===== src/rtl/tile_spawner_if.sv =====
// Handshake and board bus between the move/merge logic and the tile spawner.
// The master drives a request and board snapshot; the slave returns the updated board.
interface tile_spawner_if #(
    parameter int TILE_W = 4
);
    logic                   start;
    logic [7:0]             rand_in;
    logic [16*TILE_W-1:0]   board_in;
    logic [16*TILE_W-1:0]   board_out;
    logic [3:0]             spawn_idx;
    logic [TILE_W-1:0]      spawn_val;
    logic                   full;
    logic                   busy;
    logic                   done;

    modport master (
        output start, rand_in, board_in,
        input  board_out, spawn_idx, spawn_val, full, busy, done
    );

    modport slave (
        input  start, rand_in, board_in,
        output board_out, spawn_idx, spawn_val, full, busy, done
    );
endinterface


===== src/rtl/tile_spawner.sv =====
// Per-turn 2048 tile spawner: counts empty cells, picks one using rand_in[3:0],
// and writes a 2- or 4-tile into it. A board with no empty cell is flagged full.
module tile_spawner #(
    parameter logic [3:0] FOUR_THRESH = 4'hF,
    parameter int         TILE_W      = 4
) (
    input  logic           clock,
    input  logic           resetn,
    tile_spawner_if.slave  bus
);
    localparam logic [2:0] ST_IDLE   = 3'd0;
    localparam logic [2:0] ST_COUNT  = 3'd1;
    localparam logic [2:0] ST_SELECT = 3'd2;
    localparam logic [2:0] ST_WRITE  = 3'd3;
    localparam logic [2:0] ST_DONE   = 3'd4;

    localparam logic [TILE_W-1:0] TILE_EMPTY = TILE_W'(0);
    localparam logic [TILE_W-1:0] TILE_TWO   = TILE_W'(1);
    localparam logic [TILE_W-1:0] TILE_FOUR  = TILE_W'(2);

    logic [2:0]             state_r;
    logic [16*TILE_W-1:0]   shadow_r;
    logic [7:0]             rand_r;
    logic [3:0]             idx_r;
    logic [4:0]             cnt_r;
    logic [4:0]             seen_r;
    logic [4:0]             target_r;
    logic [3:0]             pick_r;
    logic [16*TILE_W-1:0]   board_out_r;
    logic [3:0]             spawn_idx_r;
    logic [TILE_W-1:0]      spawn_val_r;
    logic                   full_r;
    logic                   busy_r;
    logic                   done_r;

    logic [TILE_W-1:0]      cell_s;
    logic                   cell_empty_s;
    logic [4:0]             cnt_inc_s;
    logic [8:0]             prod_s;
    logic [4:0]             target_s;
    logic [TILE_W-1:0]      spawn_tile_s;
    logic [16*TILE_W-1:0]   ins_board_s;

    assign cell_s       = shadow_r[idx_r*TILE_W +: TILE_W];
    assign cell_empty_s = (cell_s == TILE_EMPTY);
    assign cnt_inc_s    = cnt_r + {4'd0, cell_empty_s};
    // Scaling a 4-bit random by the empty count maps it onto 0..count-1.
    assign prod_s       = {5'd0, rand_r[3:0]} * {4'd0, cnt_inc_s};
    assign target_s     = 5'(prod_s >> 4);
    assign spawn_tile_s = (rand_r[7:4] >= FOUR_THRESH) ? TILE_FOUR : TILE_TWO;

    // Shadow board with the chosen cell replaced by the new tile.
    always_comb begin
        ins_board_s = shadow_r;
        ins_board_s[pick_r*TILE_W +: TILE_W] = spawn_tile_s;
    end

    // Spawn sequencer: scan/count, scan/select, write, then one-cycle done.
    always_ff @(posedge clock or negedge resetn) begin
        if (!resetn) begin
            state_r     <= ST_IDLE;
            shadow_r    <= '0;
            rand_r      <= 8'd0;
            idx_r       <= 4'd0;
            cnt_r       <= 5'd0;
            seen_r      <= 5'd0;
            target_r    <= 5'd0;
            pick_r      <= 4'd0;
            board_out_r <= '0;
            spawn_idx_r <= 4'd0;
            spawn_val_r <= TILE_EMPTY;
            full_r      <= 1'b0;
            busy_r      <= 1'b0;
            done_r      <= 1'b0;
        end else begin
            done_r <= 1'b0;
            case (state_r)
                ST_IDLE: begin
                    if (bus.start) begin
                        shadow_r <= bus.board_in;
                        rand_r   <= bus.rand_in;
                        idx_r    <= 4'd0;
                        cnt_r    <= 5'd0;
                        busy_r   <= 1'b1;
                        state_r  <= ST_COUNT;
                    end else begin
                        busy_r   <= 1'b0;
                    end
                end
                ST_COUNT: begin
                    cnt_r <= cnt_inc_s;
                    if (idx_r == 4'd15) begin
                        idx_r <= 4'd0;
                        if (cnt_inc_s == 5'd0) begin
                            full_r      <= 1'b1;
                            spawn_val_r <= TILE_EMPTY;
                            board_out_r <= shadow_r;
                            done_r      <= 1'b1;
                            state_r     <= ST_DONE;
                        end else begin
                            target_r <= target_s;
                            seen_r   <= 5'd0;
                            state_r  <= ST_SELECT;
                        end
                    end else begin
                        idx_r <= idx_r + 4'd1;
                    end
                end
                ST_SELECT: begin
                    idx_r <= idx_r + 4'd1;
                    if (cell_empty_s) begin
                        if (seen_r == target_r) begin
                            pick_r  <= idx_r;
                            state_r <= ST_WRITE;
                        end else begin
                            seen_r  <= seen_r + 5'd1;
                        end
                    end else begin
                        seen_r <= seen_r;
                    end
                end
                ST_WRITE: begin
                    board_out_r <= ins_board_s;
                    spawn_idx_r <= pick_r;
                    spawn_val_r <= spawn_tile_s;
                    full_r      <= 1'b0;
                    done_r      <= 1'b1;
                    state_r     <= ST_DONE;
                end
                ST_DONE: begin
                    busy_r  <= 1'b0;
                    state_r <= ST_IDLE;
                end
                default: begin
                    busy_r  <= 1'b0;
                    state_r <= ST_IDLE;
                end
            endcase
        end
    end

    assign bus.board_out = board_out_r;
    assign bus.spawn_idx = spawn_idx_r;
    assign bus.spawn_val = spawn_val_r;
    assign bus.full      = full_r;
    assign bus.busy      = busy_r;
    assign bus.done      = done_r;
endmodule


===== src/flat_wrapper.sv =====
// flat-port wrapper written by rule: the top's interface ports become plain ports
module tile_spawner_flat 
#(
    parameter logic [3:0] FOUR_THRESH = 4'hF,
    parameter int         TILE_W      = 4
)
  (clock, resetn, bus_start, bus_rand_in, bus_board_in, bus_board_out, bus_spawn_idx, bus_spawn_val, bus_full, bus_busy, bus_done);
  tile_spawner_if #(.TILE_W(TILE_W)) bus_i ();
  input  logic clock;
  input  logic resetn;
  input wire logic [$bits(bus_i.start)-1:0] bus_start;
  input wire logic [$bits(bus_i.rand_in)-1:0] bus_rand_in;
  input wire logic [$bits(bus_i.board_in)-1:0] bus_board_in;
  output wire logic [$bits(bus_i.board_out)-1:0] bus_board_out;
  output wire logic [$bits(bus_i.spawn_idx)-1:0] bus_spawn_idx;
  output wire logic [$bits(bus_i.spawn_val)-1:0] bus_spawn_val;
  output wire logic [$bits(bus_i.full)-1:0] bus_full;
  output wire logic [$bits(bus_i.busy)-1:0] bus_busy;
  output wire logic [$bits(bus_i.done)-1:0] bus_done;
  assign bus_i.start = bus_start;
  assign bus_i.rand_in = bus_rand_in;
  assign bus_i.board_in = bus_board_in;
  assign bus_board_out = bus_i.board_out;
  assign bus_spawn_idx = bus_i.spawn_idx;
  assign bus_spawn_val = bus_i.spawn_val;
  assign bus_full = bus_i.full;
  assign bus_busy = bus_i.busy;
  assign bus_done = bus_i.done;
  tile_spawner #(.FOUR_THRESH(FOUR_THRESH), .TILE_W(TILE_W)) u_core (.clock(clock), .resetn(resetn), .bus(bus_i));
endmodule

===== config.mk =====
export PLATFORM = sky130hd
export DESIGN_NAME = tile_spawner_flat
export DESIGN_NICKNAME = d
export VERILOG_FILES = /design/src/rtl/tile_spawner_if.sv /design/src/rtl/tile_spawner.sv /design/src/flat_wrapper.sv
export SDC_FILE = /design/constraint.sdc
export NUM_CORES = 1
export LEC_CHECK = 0
export ABC_AREA = 1
export CORE_AREA = 2 2 172 174
export DETAILED_ROUTE_END_ITERATION = 10
export DIE_AREA = 0 0 174 176
export SLEW_MARGIN = 10
export SYNTH_ARGS = -nofsm -noshare
export SYNTH_HDL_FRONTEND = slang
export SYNTH_SLANG_ARGS = --single-unit

===== constraint.sdc =====
create_clock -name clock -period 8.4 [get_ports clock]
set_clock_uncertainty 0.1 [all_clocks]
set_input_delay 0.84 -clock clock [delete_from_list [all_inputs] [get_ports clock]]
set_output_delay 0.84 -clock clock [all_outputs]
set_load 0.02 [all_outputs]

After elaboration in Yosys (flattened, before gate mapping)

Cells that the tools add are included.

Bits in registers: 173
Bits of input ports: 75
Logic and storage cells: 84
Output and inout bits: 75

Reduce and logical (&&, ||, !) cells: 16
Mux-type cells: 32
Bitwise logic cells: 1
$add $sub $neg: 4
Equality and inequality tests: 12
$lt $le $gt $ge: 1
Multiply operators: 1
Shifts and indexed selects: 3

Operators with widths:

| kind                      | count |
|---|---|
| $mux W64                  | 2 |
| $pmux W64 S2              | 1 |
| $bwmux W64                | 1 |
| $shift A4 B34 Y64 const A | 1 |
| $shiftx A4 B34 Y64        | 1 |
| $shiftx A64 B7 Y4         | 1 |
| $neg A6 Y34               | 1 |
| $mux W5                   | 5 |
| $pmux W5 S2               | 2 |
| $mux W4                   | 4 |
| $mux W3                   | 5 |
| $pmux W3 S4               | 1 |
| $pmux W4 S3               | 1 |
| $mul A4 B5 Y9             | 1 |
| $reduce_and A3 Y1         | 3 |
| $ne A2 B1 Y1 const B      | 4 |
| $pmux W4 S2               | 1 |
| $eq A3 B2 Y1 const B      | 2 |
| $ne A2 B2 Y1 const B      | 3 |
| $pmux W1 S2               | 3 |
| $reduce_and A2 Y1         | 3 |
| $reduce_bool A2 Y1        | 3 |
| $add A5 B1 Y5             | 1 |
| $add A5 B1 Y5 const B     | 1 |
| other kinds (15)          | 19 |

Logic depth before layout (Yosys ltp)

Depth in word-level cells: 7
Gate-level depth with buffers: 30
Mapped depth without buffers: 30

Worst setup path after synthesis

Ideal clock, no wire load.

Path kind: register to register
Start: register u_core.idx_r[0]
End: register u_core.target_r[3]
Cell stages (with the launch flop): 24
Path slack: 4.325 ns
Period minus slack after synthesis: 4.075 ns
Path buffers: 1
Required time: 8.178 ns
Arrival time: 3.853 ns
Setup time: 0.122 ns
Path through: dfrtp_1 inv_2 buf_6 nor2_1 nor2_1 nand3_1 nand3_1 nand3_1 nand2_2 ha_1 ha_1 nand2_1 inv_1 fa_1 inv_1 fa_1 inv_1 ha_1 inv_1 o21ai_0 inv_1 o211ai_1 xor2_1 o21ai_1

Word-level cells in the longest chain between the ends: 6
Elaborated cells on any way between the ends: 8
Those cells by class: add/sub: 1; mul: 1; eq/ne: 1; shift: 1; bitwise: 1; reduce/logical: 3

RTL lines:

| what                                                                  | line                | RTL |
|---|---|---|
| from (decl)                                                           | tile_spawner.sv:24  | `logic [3:0] idx_r;` |
| from (signal assigned)                                                | tile_spawner.sv:106 | `idx_r <= idx_r + 4'd1;` |
| from (signal assigned)                                                | tile_spawner.sv:110 | `idx_r <= idx_r + 4'd1;` |
| parallel branches: the longest is 6 deep, another holds $mul A4 B5 Y9 | --                  |  |
| to (signal assigned)                                                  | tile_spawner.sv:101 | `target_r <= target_s;` |
| to (decl)                                                             | tile_spawner.sv:27  | `logic [4:0] target_r;` |

Parallel ways; which one is timed is not known.
A chain may end at the register's enable or synchronous reset.

Final worst setup path

Same ends and word-level chain as after synthesis.

==> impl_results.md <==
- Status: finished clean
- Most common cell after layout, fill and taps aside: nand2_1
- Delay-heaviest family, CP: adder cells
- Initial DRC Count: just over 700
- Fin crit share: 0.589
- Buffers added on ports: about 150
- Switch share: 0.444
- Critical path buffer and inverter count: 5
- RSZ-0062 raised after global routing: no
- Antenna-violating nets left: 0
- CTS buffer count: 17
- Pin count of the biggest net entering global routing: 92
- Comb pwr share: 0.461
- Main area contributors after synthesis: dfrtp_1 (50%), nand2_1 (14%), nand3_1 (6.6%)
- Pre-Repair DR Iteration Count: 5
- Worst skew pair latency: between 400 and 500 ps
- GRT Overall Usage: 0.172
- CP max FO: 16
- Avg Inst Size Synth: 8.09 sq um
- Area growth from synthesis to layout: 28.4%
- Total power: between 4 and 5 mW
- Crit Path Class: flip-flop to flip-flop
- Core box area: between 20000 and 30000 sq um
- Max stage delay on crit path: around 740 ps
- RePlAce Congestion: slightly below 0.9
- Clock Path Buffers: 2
- Drt total wl: 25.7 mm
- Reg power frac: 0.344
- Clock root cell: clkbuf_16
- DRC viols: 0
- Antenna violations before repair: 0
- Clk pwr share: 0.196
- Pins Over Slew Limit: 0
- Synthesized instance count: approximately 1000
- CTS tree: done
- Min-delay worst type: input pin to async pin
- Vias in the first global route: approximately 7500
- First-pass GRT wire length: about 41 mm
- YS warnings: 0
- Max_slew headroom: 0.271
- Routed len/inst: 16.3 um
- TNS Setup: 0 ps
- Pwr Density: 392 nW/um^2
- Antenna cells: 0
- Startpoint types: flip-flop
- Final Hold Vio Count: 0
- Critical path endpoint category: flip-flop
- Die Y: between 150 and 200 um
- Most frequent CP cell: nand2_1
- Gr ovfl total: 0
- Yosys reg bits: between 150 and 200
- Post-synth top area cell: dfrtp_1
- Vias/cell: roughly 4.7
- H-tree levels: 4
- Peak Freq: around 200 MHz
- Total clock sinks: between 150 and 200
- Post-CTS Hold Buffers: 0
- Nets: around 1300
- Resized Gates After CTS: 0
- Worst path arrival time: about 5200 ps
- Placed cell count: about 1500
- Net Sw Power: 1.90 mW
- Share of post-route cells with drive strength above 1: 0.0636
- Max IR drop VDD: 0.172 mV
- Most frequent cells in the layout: nand2_1 (319), dfrtp_1 (171), clkdlybuf4s50_1 (146), nand3_1 (111), inv_1 (106)
- Layout Cells excl Fill: between 1500 and 2000
- Lkg Pwr: 5.23 nW
- Setup Fix Bufs, Post-CTS: 0
- Max-cap viol count: 0
- Mapped Area: between 8000 and 9000 sq um
- Die Area: between 30000 and 40000 sq um
- Number of I/O pins: 150
- HPWL after detailed placement: 18.5 mm
- Netlist cell types: 39
- Slew at the pin with the worst max-slew slack: around 1100 ps
- Clock-pin slew on the worst setup and hold paths: 80 ps
- Crit-path slowest cell: dfrtp_1
- Yosys top cell area share: 0.505
- Via count: approximately 7400
- Worst Path Required: ~8600 ps
- Final critical-path required period: about 4900 ps
- # setup viols final: 0
- Sequential area share after synthesis: 0.505
- Initial Utilization: 0.297
- P_int: about 2.4 mW
- Die width: about 170 um
- # rows: 62
[state kept, by name, indices dropped and copies added, names as in the netlist]
| signal | flops |
|---|---|
| u_core.bus.full | 1 |
| u_core.bus.done | 1 |
| u_core.state_r | 3 |
| u_core.cnt_r | 5 |
| u_core.shadow_r | 64 |
| u_core.bus.spawn_idx | 4 |
| u_core.target_r | 5 |
| u_core.pick_r | 4 |
| u_core.seen_r | 5 |
| u_core.bus.spawn_val | 2 |
| u_core.idx_r | 4 |
| u_core.bus.busy | 1 |
| u_core.bus.board_out | 64 |
| u_core.rand_r | 8 |
[metal layers]
| metal | vias up | wire length, um | GRT usage |
|---|---|---|---|
| met5 | - | 0 | 0 |
| met2 | 180 | 12600 | 0.293 |
| met1 | 3601 | 11400 | 0.222 |
| li1 | 3644 | - | - |
| met3 | 23 | 1360 | 0.0413 |
| met4 | 0 | 330 | 0.0424 |
[through the flow]
| step | cell area (sq um) | setup slack [ps] | utilization | hold slack (ps) |
|---|---|---|---|---|
| after CTS | 10900 | 3420 | 0.381 | 386 |
| final | 10900 | 3450 | 0.381 | 336 |
| after global placement | 10300 | 3680 | 0.360 | 363 |
| after floorplan | 8480 | 4330 | - | 348 |
| after global routing | 10900 | 2990 | 0.381 | 403 |
| after detailed placement | 10300 | 3460 | 0.360 | 369 |
[synthesized netlist by cell type, drive strengths merged]
library cell    n
nand3         115
nor2           78
nor3            5
xnor2           2
dfrtp         171
conb            1
nand3b          5
nor4            2
inv           116
buf            28
a21oi          22
o21ai          94
fa              5
nand2         327
a31oi           8
xor2            7
nand4          18
o211ai          8
a211oi          1
clkbuf         11
clkinv          2
o21a            1
ha             17
o22ai           4
[power by group through the flow]
stage          Combinational (mW)  Sequential, mW  Clock [mW]
3_5_place_dp                 1.97            1.48           0
2_1_floorplan                1.09            1.58           0
6_report                     1.97            1.47       0.836
4_1_cts                      1.99            1.47       0.849
3_3_place_gp                 1.94            1.48           0
5_1_grt                      2.21            1.51       0.890
[kinds of logic (layout without fill, tap and decap cells)]
family,count (synthesis),count (layout),synth area share
fa+ha+maj,22,22,0.0369
compound gates,138,138,0.0862
flops,171,171,0.505
buf+inv,157,303,0.0766
other cells,1,2,0.000442
xor+xnor,9,9,0.0102
simple gates,550,550,0.285
[area by class of cell]
cell class,count,area [sq um]
Fill cell,2975,17700
Sequential cell,171,4280
Multi-Input combinational cell,721,3550
Timing Repair Buffer,153,1520
Tap cell,384,480
Inverter,118,444
Clock buffer,18,439
Clock inverter,14,175
[worst paths after layout]
| path | startpoint | end | slack, ps | depth (start not counted) |
|---|---|---|---|---|
| max in group asynchronous | resetn | u_core.rand_r[1] | 6150 | 2 |
| setup reg to reg | u_core.idx_r[0] | u_core.target_r[3] | 3450 | 26 |
| hold / removal | resetn | u_core.rand_r[6] | 340 | 1 |
| min in group clock | u_core.rand_r[4] | u_core.rand_r[4] | 390 | 2 |
| setup / recovery | u_core.idx_r[0] | u_core.target_r[3] | 3450 | 26 |
| hold reg to reg | u_core.rand_r[4] | u_core.rand_r[4] | 390 | 2 |
Power figures use the tool's default switching activity.
